File: src/rtl/icache_refill_ctrl_pkg.sv
// Shared types and constants for the instruction-cache refill controller.
// Words are assembled little-endian: byte lane n occupies bits [8n+7:8n].
package icache_refill_ctrl_pkg;

  typedef enum logic [1:0] {
    IDLE,
    REQ,
    FETCH,
    FILL
  } state_e;

  localparam int WORD_BYTES = 4;
  localparam int LANE_W     = 8;

  function automatic logic [31:0] insert_byte(input logic [31:0] word,
                                              input logic [1:0]  lane,
                                              input logic [7:0]  b);
    logic [31:0] r;
    r = word;
    r[lane*LANE_W +: LANE_W] = b;
    return r;
  endfunction

endpackage

File: src/rtl/icache_byte_assembler.sv
// Tracks in-flight memory bytes with a MEM_LAT-deep valid pipe and packs the
// returning bytes into a 32-bit word; done fires on the cycle the last byte lands.
module icache_byte_assembler
  import icache_refill_ctrl_pkg::*;
#(
  parameter int MEM_LAT = 1
) (
  input  logic        clk_in,
  input  logic        rst_in,
  input  logic        rdy_in,
  input  logic        clear,
  input  logic        issue,
  input  logic [7:0]  mem_byte,
  output logic [31:0] word,
  output logic        done
);

  logic [MEM_LAT-1:0] vpipe;
  logic [2:0]         recv_cnt;
  logic [31:0]        word_q;
  logic               byte_vld;

  assign byte_vld = vpipe[MEM_LAT-1];

  // The word output already includes the byte arriving this cycle, so the
  // FSM can latch a complete word on the same edge that receives the last byte.
  assign word = byte_vld ? insert_byte(word_q, recv_cnt[1:0], mem_byte) : word_q;
  assign done = byte_vld && (recv_cnt == 3'(WORD_BYTES - 1));

  always_ff @(posedge clk_in or negedge rst_in) begin
    if (!rst_in) begin
      vpipe    <= '0;
      recv_cnt <= '0;
      word_q   <= '0;
    end else if (rdy_in) begin
      if (clear) begin
        vpipe    <= '0;
        recv_cnt <= '0;
        word_q   <= '0;
      end else begin
        vpipe <= (vpipe << 1) | MEM_LAT'(issue);
        if (byte_vld) begin
          word_q   <= word;
          recv_cnt <= recv_cnt + 3'd1;
        end
      end
    end
  end

endmodule

File: src/rtl/icache_refill_ctrl.sv
// Instruction-cache sequencer: answers hits in one cycle, and on a miss reads
// the word byte-by-byte over the shared memory port, fills the cache and returns it.
module icache_refill_ctrl
  import icache_refill_ctrl_pkg::*;
#(
  parameter int ADDR_W  = 32,
  parameter int MEM_LAT = 1
) (
  input  logic              clk_in,
  input  logic              rst_in,
  input  logic              rdy_in,
  input  logic              if_req,
  input  logic [ADDR_W-1:0] if_addr,
  input  logic              if_flush,
  output logic              if_valid,
  output logic [31:0]       if_inst,
  output logic [ADDR_W-1:0] cache_addr,
  input  logic              cache_hit,
  input  logic [31:0]       cache_data,
  output logic              cache_upd,
  output logic [ADDR_W-1:0] cache_upd_addr,
  output logic [31:0]       cache_upd_data,
  output logic              mem_req,
  input  logic              mem_gnt,
  output logic [ADDR_W-1:0] mem_addr,
  input  logic [7:0]        mem_byte
);

  localparam logic [ADDR_W-1:0] ALIGN_MASK = ~ADDR_W'(3);

  state_e            state;
  logic [ADDR_W-1:0] miss_addr;
  logic [ADDR_W-1:0] req_addr;
  logic [2:0]        issue_cnt;
  logic              if_valid_q;
  logic              issuing;
  logic              asm_clear;
  logic              asm_done;
  logic [31:0]       asm_word;

  assign req_addr   = if_addr & ALIGN_MASK;
  assign cache_addr = (state == IDLE) ? req_addr : miss_addr;
  assign issuing    = (state == FETCH) && (issue_cnt < 3'(WORD_BYTES));
  assign asm_clear  = (state != FETCH) || if_flush;

  // A flush arriving during FILL still lets the cache update land but must
  // hide the instruction from fetch, so the registered pulse is gated here.
  assign if_valid = if_valid_q && !((state == FILL) && if_flush);

  icache_byte_assembler #(
    .MEM_LAT (MEM_LAT)
  ) u_asm (
    .clk_in   (clk_in),
    .rst_in   (rst_in),
    .rdy_in   (rdy_in),
    .clear    (asm_clear),
    .issue    (issuing),
    .mem_byte (mem_byte),
    .word     (asm_word),
    .done     (asm_done)
  );

  always_ff @(posedge clk_in or negedge rst_in) begin
    if (!rst_in) begin
      state          <= IDLE;
      miss_addr      <= '0;
      issue_cnt      <= '0;
      if_valid_q     <= 1'b0;
      if_inst        <= '0;
      cache_upd      <= 1'b0;
      cache_upd_addr <= '0;
      cache_upd_data <= '0;
      mem_req        <= 1'b0;
      mem_addr       <= '0;
    end else if (rdy_in) begin
      if_valid_q <= 1'b0;
      cache_upd  <= 1'b0;
      case (state)
        IDLE: begin
          if (if_req && !if_flush) begin
            if (cache_hit) begin
              if_valid_q <= 1'b1;
              if_inst    <= cache_data;
            end else begin
              miss_addr <= req_addr;
              mem_req   <= 1'b1;
              state     <= REQ;
            end
          end
        end
        REQ: begin
          if (if_flush) begin
            mem_req <= 1'b0;
            state   <= IDLE;
          end else if (mem_gnt) begin
            issue_cnt <= '0;
            mem_addr  <= miss_addr;
            state     <= FETCH;
          end
        end
        FETCH: begin
          if (if_flush) begin
            mem_req   <= 1'b0;
            issue_cnt <= '0;
            state     <= IDLE;
          end else begin
            // mem_addr is registered, so it is loaded one byte ahead of issue_cnt
            if (issuing) begin
              issue_cnt <= issue_cnt + 3'd1;
              if (issue_cnt < 3'(WORD_BYTES - 1))
                mem_addr <= miss_addr + ADDR_W'(issue_cnt + 3'd1);
            end
            if (asm_done) begin
              mem_req        <= 1'b0;
              cache_upd      <= 1'b1;
              cache_upd_addr <= miss_addr;
              cache_upd_data <= asm_word;
              if_valid_q     <= 1'b1;
              if_inst        <= asm_word;
              state          <= FILL;
            end
          end
        end
        FILL: begin
          state <= IDLE;
        end
        default: begin
          state <= IDLE;
        end
      endcase
    end
  end

endmodule

File: config.mk
export PLATFORM = sky130hd
export DESIGN_NAME = icache_refill_ctrl
export DESIGN_NICKNAME = d
export VERILOG_FILES = /design/src/rtl/icache_refill_ctrl_pkg.sv /design/src/rtl/icache_byte_assembler.sv /design/src/rtl/icache_refill_ctrl.sv
export SDC_FILE = /design/constraint.sdc
export NUM_CORES = 1
export LEC_CHECK = 0
export ABC_AREA = 1
export CAP_MARGIN = 30
export CORE_MARGIN = 2
export CORE_UTILIZATION = 45
export CTS_CLUSTER_DIAMETER = 40
export DETAILED_ROUTE_END_ITERATION = 8
export PLACE_DENSITY = 0.85
export SETUP_SLACK_MARGIN = 0.5
export SYNTH_ARGS = -nofsm -noshare
export SYNTH_HDL_FRONTEND = slang
export SYNTH_SLANG_ARGS = --single-unit
export TNS_END_PERCENT = 10
File: constraint.sdc
create_clock -name clk_in -period 2.7 [get_ports clk_in]
set_input_delay 0.675 -clock clk_in [delete_from_list [all_inputs] [get_ports clk_in]]
set_output_delay 0.675 -clock clk_in [all_outputs]
set_load 0.01 [all_outputs]
==> results.sh, run 1 <==
export IMPL_crit_top_cell="buf_12"
export IMPL_ys_flop_type="dfrtp_1"
export IMPL_placed_area_mm2=0.01239
export IMPL_yosysUniqueCellTypes=37
export IMPL_grt_use_total=0.2680
export IMPL_cts_sinks=200
export IMPL_min_period_ps=2431
export IMPL_max_stage_delay_ps=410
export IMPL_avgSynthCellArea_um2=8.049
export IMPL_tns_ps=0
export IMPL_wirelength_um=30900
export IMPL_drive_gt1_frac=0.1196
export IMPL_grt_pass1_wl_um=47800
export IMPL_grt_pass1_vias=9265
export IMPL_yosysWarningCount=0
export IMPL_place_hpwl_um=20290
export IMPL_critPathSlowestCell="dfrtp_1"
export IMPL_final_setup_viol_count=0
export IMPL_tightest_slew_ps=678.1
export IMPL_dp_cells=1692
export IMPL_worstPathRequired_ps=2030
export IMPL_hold_ws_ps=164.8
export IMPL_slew_limit_headroom=0.5432
export IMPL_start_kind="flip-flop"
export IMPL_p_leak_uw=0.006030
export IMPL_syn_area_mm2=0.009796
export IMPL_ys_seq_area_frac=0.5109
export IMPL_drt_initial_drc_count=957
export IMPL_crit_chain="inv_2, ha_4, buf_12, buf_12, buf_16, nand2_1, o21ai_1, buf_2"
export IMPL_synth_edff_count=0
export IMPL_final_cells=1746
export IMPL_clk_insertion_delay_late_ps=450
export IMPL_grt_max_degree=61
export IMPL_crit_type="reg -> out"
export IMPL_area_delta_synth_final_pct=36.85
export IMPL_place_gp_congestion=0.9033
export IMPL_pwr_density_cell_mw_per_mm2=893.4
export IMPL_ys_ff_latch=200
export IMPL_fin_area_mm2=0.01341
export IMPL_dr_pass1_iters=6
export IMPL_post_route_period_util=0.9002
export IMPL_worstReg2RegStart="state[0]$_DFFE_PN0P_"
export IMPL_critPathMaxFanout=8
export IMPL_antenna_found_initial=0
export IMPL_cts_max_path_buffers=2
export IMPL_finalHoldViolCount=0
export IMPL_cp_data_arrival_time_ps=1760
export IMPL_worst_r2r_cell_count=12
export IMPL_finalClockSkew_ps=15.22
export IMPL_max_freq_mhz=411.4
export IMPL_path_buf_inv=5
export IMPL_diodes=0
export IMPL_cts_tree="yes"
export IMPL_drt_wirelength_per_cell_um=17.70
export IMPL_reg2reg_slack_ps=370
export IMPL_yosys_area_top_type_share=0.5109
export IMPL_core_mm2=0.02122
export IMPL_cp_end_kind="output port"
export IMPL_dieArea_mm2=0.02296
export IMPL_die_height_um=151.5
export IMPL_hp_class="in -> async"
export IMPL_ys_async_sr_fraction=1.000
export IMPL_critPathLaunch="state[0]$_DFFE_PN0P_"
export IMPL_ioPinCount=242
export IMPL_postSynthCellCount=1217
export IMPL_ys_top_cells_by_area="dfrtp_1, nand2_1, o21ai_0, inv_1, nor2_1"
export IMPL_port_buffers=235
export IMPL_cp_depth=8
export IMPL_maxCapViolations=0
export IMPL_vias=9619
export IMPL_drcViolationCount=0
export IMPL_critical_path_top_delay_family="buffers and inverters"
export IMPL_fin_nets=1550
export IMPL_ant_nets=0
export IMPL_yosysTopAreaCell="dfrtp_1"
export IMPL_endpoint="cache_addr[8]"
export IMPL_num_fill_cells=1653
export IMPL_cts_root_buf="clkbuf_16"
export IMPL_maxSlewViolCount=0
export IMPL_r2r_end="if_inst[13]$_DFFE_PN0P_"
export IMPL_clk_pin_slew_ps=80
export IMPL_status="finished clean"
export IMPL_rows=53
export IMPL_grt_overflow=0
export IMPL_ir_drop_mv=0.5016
export IMPL_rsz0062_at_grt="true"
export IMPL_cts_max_level=4
export IMPL_viasPerCell=5.509
export IMPL_cts_buffers=17
export IMPL_die_x_um=151.5
export IMPL_start_util=0.4616
-- per-stage QoR --
| stage | power [µW] | setup slack (ps) | util |
|---|---|---|---|
| after CTS | 11740 | 294.1 | 0.6212 |
| after detailed placement | 8590 | 113.9 | 0.5838 |
| after floorplan | 6295 | 743.4 | - |
| after global placement | 8487 | 109.7 | 0.5838 |
| final | 11980 | 269.3 | 0.6317 |
| after global routing | 12610 | 219.1 | 0.6317 |
-- report_power, final --
part	internal (µW)	switching (µW)	total [µW]
clock network	1350	1330	2680
registers	3710	570	4280
logic	2280	2730	5010
-- cell families after synthesis --
logic type / share of synthesized area
fa+ha+maj: 0.01661
buf+inv: 0.08060
compound gates: 0.1465
simple gates: 0.2396
flops: 0.5109
other cells: 0.0003828
xor+xnor: 0.005365
-- area by class of cell --
class	instances	area [µm²]	share of cell area
Multi-Input combinational cell	848	4138	0.3087
Inverter	113	439.2	0.03276
Sequential cell	200	5005	0.3733
Timing Repair Buffer	278	2854	0.2129
Tap cell	275	344.1	0.02567
Clock buffer	17	425.4	0.03173
Clock inverter	15	200.2	0.01493
-- sequential cells by signal, summed over array words and instances (netlist names) --
register        cells
cache_upd           1
cache_upd_addr     30
cache_upd_data     32
if_inst            32
if_valid_q          1
issue_cnt           3
mem_addr           32
mem_req             1
miss_addr          30
state               2
u_asm.byte_vld      1
u_asm.recv_cnt      3
u_asm.word_q       32
-- synthesized netlist by cell type, types with 14 or more instances --
cell type	number
a21oi_1	51
buf_2	19
nand4_1	15
dfrtp_1	200
inv_1	103
o21ai_1	41
nand2_1	387
nor2_1	83
o22ai_1	29
nand3_1	54
o21ai_0	102
o21ai_2	14
-- how the worst min path moves through the flow --
| stage | startpoint | endpoint | slack, ps |
|---|---|---|---|
| after CTS | rst_in | cache_upd_data[29]$_DFFE_PN0P_ | 170 |
| after floorplan | rst_in | cache_upd$_DFFE_PN0P_ | 380 |
| final | rst_in | if_inst[21]$_DFFE_PN0P_ | 160 |
| after detailed placement | if_inst[2]$_DFFE_PN0P_ | if_inst[2]$_DFFE_PN0P_ | 470 |
| after global routing | rst_in | cache_upd_data[30]$_DFFE_PN0P_ | 190 |
| after global placement | cache_upd_data[8]$_DFFE_PN0P_ | cache_upd_data[8]$_DFFE_PN0P_ | 460 |
-- worst reg2reg max path: cells and delay by family, from the launching register on --
kind                     cells  cell delay (ps)
AND/OR/NAND/NOR              2              370
adder cells (fa/ha/maj)      1              180
flip-flops                   1              410
AO/OA/AOI/OAI                3              410
buffers and inverters        6              860
-- layer usage --
metal	vias to the layer above	wire length (µm)	share of wire	track usage
li1	4445	-	-	-
met1	4557	12300	0.40	0.3484
met2	509	14530	0.47	0.4179
met3	108	2834	0.092	0.07126
met4	0	1238	0.040	0.1292
met5	-	0	0	0
-- what timing repair did --
action,in CTS,in global routing
resized for setup,165,26
setup endpoints to repair,56,159
hold buffers,0,0
pin swaps,5,4
cloned,6,4
setup buffers,9,3
-- cells in the final DEF (no fill, tap or decap), types with 15 or more instances in the layout --
master / instances
nand2_1: 382
clkdlybuf4s50_1: 203
dfrtp_1: 200
inv_1: 101
nor2_1: 83
o21ai_0: 81
nand3_1: 54
a21oi_1: 49
o21ai_1: 44
o21ai_2: 32
buf_2: 30
o22ai_1: 28
clkbuf_16: 21
buf_4: 20
nand4_1: 15
Power figures use the tool's default switching activity.
==> run 2: changes to the inputs <==
- SKIP_LAST_GASP: unset -> 1
==> results of run 2 <==
Final layout, timing and power as in run 1 (identical DEF).
